===== src/rtl/occupancy_pkg.sv =====
// Shared types and helpers for the multi-channel occupancy tracker.
package occupancy_pkg;

   // Bits needed to hold the values 0..depth inclusive.
   function automatic int unsigned clog2_depth(input int unsigned depth);
      int unsigned w;
      w = 0;
      for (int unsigned i = 0; i < 32; i++) begin
         if ((64'd1 << i) <= 64'(depth)) w = i + 1;
      end
      return (w == 0) ? 1 : w;
   endfunction

   typedef struct packed {
      logic full;
      logic empty;
      logic almost_full;
      logic almost_empty;
      logic overflow_err;
      logic underflow_err;
   } occ_flags_t;

endpackage


===== src/rtl/occupancy_channel.sv =====
// One saturating occupancy counter with registered level flags and sticky error bits.
module occupancy_channel
   import occupancy_pkg::*;
#(
   parameter int unsigned DEPTH         = 16,
   parameter int unsigned AFULL_THRESH  = 14,
   parameter int unsigned AEMPTY_THRESH = 2,
   localparam int unsigned CW           = clog2_depth(DEPTH)
) (
   input  logic          clock,
   input  logic          reset,
   input  logic          increment,
   input  logic          decrement,
   input  logic          clear,
   input  logic          err_clear,
   output logic [CW-1:0] count,
   output occ_flags_t    flags
);

   if (DEPTH < 1) begin : g_bad_depth
      $fatal(1, "occupancy_channel: DEPTH must be >= 1");
   end
   if (AFULL_THRESH > DEPTH) begin : g_bad_afull
      $fatal(1, "occupancy_channel: AFULL_THRESH must be within 0..DEPTH");
   end
   if (AEMPTY_THRESH > DEPTH) begin : g_bad_aempty
      $fatal(1, "occupancy_channel: AEMPTY_THRESH must be within 0..DEPTH");
   end

   localparam logic [CW-1:0] DepthC   = CW'(DEPTH);
   localparam logic [CW-1:0] AfullTh  = CW'(AFULL_THRESH);
   localparam logic [CW-1:0] AemptyTh = CW'(AEMPTY_THRESH);

   localparam occ_flags_t FlagsRst = '{
      full:          1'b0,
      empty:         1'b1,
      almost_full:   (AFULL_THRESH == 0),
      almost_empty:  1'b1,
      overflow_err:  1'b0,
      underflow_err: 1'b0
   };

   logic [CW-1:0] count_q, count_d;
   occ_flags_t    flags_q, flags_d;
   logic          ovf_event, unf_event;

   always_comb begin
      count_d   = count_q;
      ovf_event = 1'b0;
      unf_event = 1'b0;
      if (clear) begin
         count_d = '0;
      end else if (increment && decrement) begin
         count_d = count_q;
      end else if (increment) begin
         if (count_q < DepthC) count_d = count_q + CW'(1);
         else                  ovf_event = 1'b1;
      end else if (decrement) begin
         if (count_q != '0) count_d = count_q - CW'(1);
         else               unf_event = 1'b1;
      end
   end

   // Flags are derived from the next count so they never lag the count output.
   always_comb begin
      flags_d               = FlagsRst;
      flags_d.full          = (count_d == DepthC);
      flags_d.empty         = (count_d == '0);
      flags_d.almost_full   = (count_d >= AfullTh);
      flags_d.almost_empty  = (count_d <= AemptyTh);
      // A fresh error beats a simultaneous err_clear.
      flags_d.overflow_err  = ovf_event | (flags_q.overflow_err & ~err_clear);
      flags_d.underflow_err = unf_event | (flags_q.underflow_err & ~err_clear);
   end

   always_ff @(posedge clock) begin
      if (reset) begin
         count_q <= '0;
         flags_q <= FlagsRst;
      end else begin
         count_q <= count_d;
         flags_q <= flags_d;
      end
   end

   assign count = count_q;
   assign flags = flags_q;

endmodule


===== src/rtl/occupancy_tracker.sv =====
// Multi-channel occupancy tracker: NUM_CH independent channels with packed count output.
module occupancy_tracker
   import occupancy_pkg::*;
#(
   parameter int unsigned NUM_CH        = 4,
   parameter int unsigned DEPTH         = 16,
   parameter int unsigned AFULL_THRESH  = 14,
   parameter int unsigned AEMPTY_THRESH = 2,
   localparam int unsigned CW           = clog2_depth(DEPTH)
) (
   input  logic                 clock,
   input  logic                 reset,
   input  logic [NUM_CH-1:0]    increment,
   input  logic [NUM_CH-1:0]    decrement,
   input  logic [NUM_CH-1:0]    clear,
   input  logic                 err_clear,
   output logic [NUM_CH*CW-1:0] count,
   output logic [NUM_CH-1:0]    full,
   output logic [NUM_CH-1:0]    empty,
   output logic [NUM_CH-1:0]    almost_full,
   output logic [NUM_CH-1:0]    almost_empty,
   output logic [NUM_CH-1:0]    overflow_err,
   output logic [NUM_CH-1:0]    underflow_err
);

   if (NUM_CH < 1) begin : g_bad_num_ch
      $fatal(1, "occupancy_tracker: NUM_CH must be >= 1");
   end

   for (genvar i = 0; i < NUM_CH; i++) begin : g_ch
      occ_flags_t ch_flags;

      occupancy_channel #(
         .DEPTH         (DEPTH),
         .AFULL_THRESH  (AFULL_THRESH),
         .AEMPTY_THRESH (AEMPTY_THRESH)
      ) u_channel (
         .clock     (clock),
         .reset     (reset),
         .increment (increment[i]),
         .decrement (decrement[i]),
         .clear     (clear[i]),
         .err_clear (err_clear),
         .count     (count[i*CW +: CW]),
         .flags     (ch_flags)
      );

      assign full[i]          = ch_flags.full;
      assign empty[i]         = ch_flags.empty;
      assign almost_full[i]   = ch_flags.almost_full;
      assign almost_empty[i]  = ch_flags.almost_empty;
      assign overflow_err[i]  = ch_flags.overflow_err;
      assign underflow_err[i] = ch_flags.underflow_err;
   end

endmodule


===== config.mk =====
export PLATFORM = sky130hd
export DESIGN_NAME = occupancy_tracker
export DESIGN_NICKNAME = d
export VERILOG_FILES = /design/src/rtl/occupancy_pkg.sv /design/src/rtl/occupancy_channel.sv /design/src/rtl/occupancy_tracker.sv
export SDC_FILE = /design/constraint.sdc
export NUM_CORES = 1
export LEC_CHECK = 0
export BUFFER_PORTS_ARGS = -buffer_cell sky130_fd_sc_hd__buf_4
export CELL_PAD_IN_SITES_DETAIL_PLACEMENT = 2
export CELL_PAD_IN_SITES_GLOBAL_PLACEMENT = 2
export CORE_ASPECT_RATIO = 0.7
export CORE_MARGIN = 8
export CORE_UTILIZATION = 30
export DETAILED_ROUTE_END_ITERATION = 10
export HOLD_SLACK_MARGIN = 0.02
export PLACE_DENSITY_LB_ADDON = 0.2
export SLEW_MARGIN = 20
export SYNTH_ARGS = -nofsm -noshare
export SYNTH_HDL_FRONTEND = slang
export SYNTH_HIERARCHICAL = 1
export SYNTH_SLANG_ARGS = --single-unit

===== constraint.sdc =====
create_clock -name clock -period 1.9 [get_ports clock]
set_clock_uncertainty 0.05 [all_clocks]
set_input_delay 0.57 -clock clock [delete_from_list [all_inputs] [get_ports clock]]
set_output_delay 0.57 -clock clock [all_outputs]
set_load 0.02 [all_outputs]

=== After elaboration in Yosys (flattened, before gate mapping) ===
Cells that the tools add are included.

* $add $sub $neg: 8
* Magnitude comparators: 12
* Equal/unequal tests: 4
* Multiplexer cells: 60
* Bitwise logic cells: 17
* Reduce and logical (&&, ||, !) cells: 12

{| class="wikitable"
|+ Operators by type and width
! cell !! count
|-
| two-way mux 5 bit || 24
|-
| two-way mux 1 bit || 36
|-
| adder 5 x 1 -> 5 bit (second input constant) || 4
|-
| equality test 5 bit (second input constant) || 4
|-
| greater-or-equal comparator 5 x 4 -> 1 bit (second input constant) || 4
|-
| less-or-equal comparator 5 x 2 -> 1 bit (second input constant) || 4
|-
| zero test 5 bit || 4
|-
| < comparator 5 bit (second input constant) || 4
|-
| nonzero test 5 bit || 4
|-
| subtractor 5 x 1 -> 5 bit (second input constant) || 4
|-
| bitwise AND 1 bit || 8
|-
| OR 1 bit || 8
|-
| logical AND 1 bit || 4
|-
| inverter 1 bit || 1
|}

* Register bits: 44
* Bits of input ports: 15
* Output and inout bits: 44
* Logic and storage cells: 141

=== Longest topological paths before layout ===
* Word-level depth: 7
* Gate-level depth with buffers: 7
* Mapped depth without buffers: 7

=== Hierarchy ===
The synthesis kept the hierarchy.

{| class="wikitable"
|+ Modules (own cells, without submodules)
! module !! times used !! cells an instance !! area each (sq um) !! sequential area each (sq um)
|-
| occupancy_channel || 4 || 74 || 684.4 || 220.2
|}

=== Worst setup path after synthesis ===
OpenSTA, ideal clock, no wires.

* Path type: reg-to-reg
* From: register g_ch[0].u_channel.count_q[0]
* To: register g_ch[0].u_channel.flags_q (netlist bit g_ch[0].u_channel/flags[2])
* Setup time: 0.114 ns
* Arrival: 1.816 ns
* Data required time: 1.736 ns
* Path slack: -0.080 ns
* Stages on the path, launching flop included: 8
* Path buffers: 0
* Period minus slack after synthesis: 1.980 ns
* Cells stage by stage: dfxtp_1 > inv_1 > ha_1 > nor4b_2 > or3_1 > a31oi_2 > nand3_1 > a21o_1

* Word-level cells in the longest chain between the ends: 7
* Elaborated cells between the ends (all ways): 11
* Classes of those cells: add/sub (2); order compare (2); mux (6); reduce/logical (1)

{| class="wikitable"
|+ RTL lines
! what !! RTL line !! text
|-
| start, declared || occupancy_channel.sv:43 || <nowiki>logic [CW-1:0] count_q, count_d;</nowiki>
|-
| start signal, assigned || occupancy_channel.sv:81 || <nowiki>count_q <= count_d;</nowiki>
|-
| subtractor 5 x 1 -> 5 bit or nonzero test 5 bit (tied branches) || occupancy_channel.sv:59 || <nowiki>if (count_q != '0) count_d = count_q - CW'(1);</nowiki>
|-
| two-way mux 5 bit || occupancy_channel.sv:59 ||
|-
| two-way mux 5 bit || occupancy_channel.sv:58 || <nowiki>end else if (decrement) begin</nowiki>
|-
| two-way mux 5 bit || occupancy_channel.sv:55 || <nowiki>end else if (increment) begin</nowiki>
|-
| two-way mux 5 bit (*) || occupancy_channel.sv:53 || <nowiki>end else if (increment && decrement) begin</nowiki>
|-
| two-way mux 5 bit (*) || occupancy_channel.sv:51 || <nowiki>if (clear) begin</nowiki>
|-
| less-or-equal comparator 5 x 2 -> 1 bit (*) || occupancy_channel.sv:70 || <nowiki>flags_d.almost_empty = (count_d <= AemptyTh);</nowiki>
|-
| end signal, assigned || occupancy_channel.sv:79 || <nowiki>flags_q <= FlagsRst;</nowiki>
|-
| end signal, assigned || occupancy_channel.sv:82 || <nowiki>flags_q <= flags_d;</nowiki>
|-
| end, declared || occupancy_channel.sv:44 || <nowiki>occ_flags_t flags_q, flags_d;</nowiki>
|}

Every way passes the cells marked *; elsewhere a longest branch is shown, timed or not.
A chain may end at the register's enable or synchronous reset.

=== Final worst setup path ===
* From: register g_ch[3].u_channel.count_q[2]
* To: register g_ch[3].u_channel.flags_q (netlist bit g_ch[3].u_channel/flags[4])

* Word-level cells in the longest chain between the ends: 7
* Elaborated cells between the ends (all ways): 11
* Classes of those cells: add/sub (2); order compare (1); mux (6); reduce/logical (2)

{| class="wikitable"
|+ RTL lines
! what !! RTL line !! text
|-
| start, declared || occupancy_channel.sv:43 ||
|-
| start signal, assigned || occupancy_channel.sv:81 ||
|-
| subtractor 5 x 1 -> 5 bit or nonzero test 5 bit (tied branches) || occupancy_channel.sv:59 ||
|-
| two-way mux 5 bit || occupancy_channel.sv:59 ||
|-
| two-way mux 5 bit || occupancy_channel.sv:58 ||
|-
| two-way mux 5 bit || occupancy_channel.sv:55 ||
|-
| two-way mux 5 bit (*) || occupancy_channel.sv:53 ||
|-
| two-way mux 5 bit (*) || occupancy_channel.sv:51 ||
|-
| zero test 5 bit (*) || occupancy_channel.sv:68 || <nowiki>flags_d.empty = (count_d == '0);</nowiki>
|-
| end signal, assigned || occupancy_channel.sv:79 ||
|-
| end signal, assigned || occupancy_channel.sv:82 ||
|-
| end, declared || occupancy_channel.sv:44 ||
|}

Marks and branches as above.

==> summary.md <==
| Metric | Value |
|---|---|
| Status | `finished, final reports clean` |
| Setup TNS | `0 ps` |
| CP bufs+invs | `1` |
| Std-Cell Rows | `29` |
| CTS root buffer | `clkbuf_16` |
| Fill count | `1013` |
| Number of synthesized flops with an enable pin | `0` |
| Cells after Synth | `between 200 and 300` |
| Max-cap viol count | `0` |
| DR vias | `roughly 2500` |
| Final Max Tran Viols | `0` |
| Die Y-Extent | `about 96 µm` |
| Worst Setup Start Kind | `flop` |
| Met1 Usage GRT | `18.0%` |
| Syn Area/Cell | `approximately 9 µm²` |
| Antenna viol nets, final | `0` |
| Crit-path max FO | `8` |
| Layout area overhead | `36.7%` |
| Cell Area, Placed | `around 3400 µm²` |
| CTS buffer count | `5` |
| Yosys warnings | `6` |
| Final min period | `approximately 1900 ps` |
| Clk buf depth | `2` |
| First-pass GRT wire length | `roughly 14 mm` |
| WP data arrival | `2050 ps` |
| 1st-pass router iterations | `4` |
| Hold Path Class | `reg2reg` |
| CP endpoint | `g_ch[3].u_channel/flags[4]` |
| Mapped Nets | `~320` |
| Stages on worst setup path | `6` |
| Buffers on Ports | `58` |
| Initial antenna violation count | `0` |
| CTS clk-pin slew, worst paths | `roughly 60 ps` |
| Sink Count | `44` |
| Pin count of the biggest net entering global routing | `37` |
| Worst Setup SP | `g_ch[3].u_channel/count[2]` |
| CTS tree | `built` |
| Clk_lat worst skew | `290 ps` |
| Total power divided by cell area | `roughly 600 nW/µm²` |
| Global routing usage on met2 | `23.0%` |
| Ys async rst share | `0%` |
| Count of unique library cells instantiated by Yosys | `38` |
| Post-synthesis sequential area ratio | `about 32%` |
| Nets | `between 400 and 500` |
| Max VDD drop | `0.398 mV` |
| GR Util met3 | `4.70%` |
| Diodes inserted | `0` |
| Post-route DRC | `0` |
| FF-to-FF path depth | `6` |
| Vias in the first global route | `about 2700` |
| Final Instance Area | `between 3000 and 4000 µm²` |
| Placer Congestion | `a little under 0.8` |
| Worst Setup Path Type | `reg2reg` |
| Layout cell share with drive strength beyond 1 | `about two fifths` |
| Worst path max stage delay | `around 570 ps` |
| Global route hottest layer | `met2` |
| FF+latch count, synth | `44` |
| FF-to-FF End | `g_ch[3].u_channel/flags[4]` |
| CP cell instances | `nand4b_1 -> o31ai_1 -> nor4_2 -> buf_4 -> nor3_1 -> a21o_1` |
| Initial Util | `around 31%` |
| # IOs | `59` |
| Leak | `0.00162 µW` |
| Hold buffers post-CTS | `0` |
| DP HPWL | `approximately 6.7 mm` |
| Final wirelength | `approximately 8.8 mm` |
| # setup viols final | `0` |
| Die area | `between 10000 and 15000 µm²` |
| CP max-delay cell | `dfxtp_1` |
| Worst R2R Start | `g_ch[3].u_channel/count[2]` |
| Fin. Hold Viols | `0` |
| Vias per cell | `~4.9` |
| Crit end category | `flop` |
| Worst-Margin Slew | `slightly below 500 ps` |
| WL per Instance | `17.4 µm` |
| Reg-to-reg slack, setup | `about 35 ps` |
| DR iter-0 viols | `96` |
| Critical Path RT | `approximately 2100 ps` |
| Post-synthesis cell area | `2740 µm²` |
| Overall power | `2250 µW` |
| GRT Resource Usage Total | `between 10% and 20%` |
| Die width | `130 µm` |
| Slew headroom | `roughly two thirds` |
| Area of the core | `8960 µm²` |
| Cell family with most CP delay | `simple AND/OR/NAND/NOR gates` |
| # H-tree levels | `2` |
| Final period util | `between 90% and 100%` |
| Peak Freq | `approximately 0.54 GHz` |
| Ys flop type | `dfxtp_1` |
| Remaining Overflow, GRT | `0` |
==> metrics by stage <==
stage | util [%] | worst slack, ps | cells | hold WS (ps)
floorplan | - | 52.5 | 296 | 530
global placement | 38.4 | -57.2 | 492 | 421
detailed placement | 38.4 | -94.9 | 492 | 440
CTS | 40.3 | 1.41 | 500 | 456
global route | 41.8 | -35.5 | 506 | 496
finish | 41.8 | 34.6 | 506 | 446
==> final cells by class <==
cell class	instances	area, µm²	area share (%)
Inverter	20	75.1	2.01
Clock inverter	3	18.8	0.502
Timing Repair Buffer	98	736	19.7
Multi-Input combinational cell	212	1740	46.4
Clock buffer	5	125	3.34
Tap cell	124	155	4.15
Sequential cell	44	895	23.9
==> worst reg2reg max path, cell delays in order (launching register included) <==
cell      delay, ps
dfxtp_1         570
nand4b_1        200
o31ai_1         310
nor4_2           80
buf_4           140
nor3_1          290
a21o_1          180
==> synth_stat cells (all sizes together) (8+ instances only) <==
cell / count / area, µm²
dfxtp: 44 / 881
a21oi: 24 / 120
buf: 20 / 155
inv: 20 / 75.1
nor2: 20 / 75.1
nor2b: 16 / 100
nand2: 12 / 45.0
nand2b: 12 / 105
nor4: 12 / 160
a21o: 8 / 60.1
ha: 8 / 100
nand4b: 8 / 70.1
nand4bb: 8 / 90.1
o211ai: 8 / 60.1
o21ai: 8 / 55.1
or3: 8 / 50.1
==> placed cells by master, fill, tap and decap left out, drive strengths merged <==
| cell | n |
|---|---|
| a31oi | 4 |
| clkbuf | 5 |
| o22a | 4 |
| and2b | 4 |
| a31o | 4 |
| or2b | 4 |
| clkinv | 3 |
| nand4b | 8 |
| buf | 98 |
| inv | 20 |
| xnor2 | 4 |
| nor4 | 12 |
| a21o | 8 |
| a21oi | 24 |
| dfxtp | 44 |
| nor2 | 20 |
| nor3 | 4 |
| nor4b | 4 |
| ha | 8 |
| o211ai | 8 |
| nand2b | 12 |
| o31ai | 4 |
| nand3 | 4 |
| o21ai | 8 |
| or3b | 4 |
| nor4bb | 4 |
| nor2b | 16 |
| nand2 | 12 |
| nand4bb | 8 |
| and4b | 4 |
| and3 | 4 |
| or3 | 8 |
| a32o | 4 |
==> worst min-delay path by stage <==
stage,depth (start not counted),end,startpoint
floorplan,2,g_ch[0].u_channel/flags[1],g_ch[0].u_channel/flags[1]
global route,2,g_ch[3].u_channel/flags[0],g_ch[3].u_channel/flags[0]
detailed placement,2,g_ch[3].u_channel/flags[1],g_ch[3].u_channel/flags[1]
finish,2,g_ch[3].u_channel/flags[1],g_ch[3].u_channel/flags[1]
CTS,2,g_ch[3].u_channel/flags[1],g_ch[3].u_channel/flags[1]
global placement,2,g_ch[3].u_channel/flags[1],g_ch[3].u_channel/flags[1]
==> report_power, final <==
group	total [µW]	internal, µW	switching [µW]
Clock	854	485	369
Sequential	966	947	19.4
Combinational	432	205	228
Total	2250	1640	617
==> layer usage <==
| metal | part of all wire [%] | vias to the layer above |
|---|---|---|
| met5 | 0 | - |
| met4 | 0.45 | 0 |
| met3 | 5.7 | 5 |
| met2 | 46 | 40 |
| met1 | 48 | 1217 |
| li1 | - | 1237 |
==> what timing repair did <==
item / 4_1_cts / 5_1_grt
resized for setup: 3 / 18
setup buffers: 0 / 6
setup endpoints to repair: 7 / 15
pin swaps: 0 / 4
==> registers in the layout, summed over array words and instances, names as in the netlist <==
register,count
g_ch.u_channel/flags,24
g_ch.u_channel/count,20
==> kinds of logic (layout without fill, tap and decap cells) <==
family          after synthesis  count (layout)  share of synthesized area (%)
fa+ha+maj                     8               8                           3.66
buf+inv                      40             126                           8.41
flops                        44              44                           32.2
xor+xnor                      4               4                           1.28
compound gates               68              68                           17.7
simple gates                132             132                           36.7
Power figures use the tool's default switching activity.
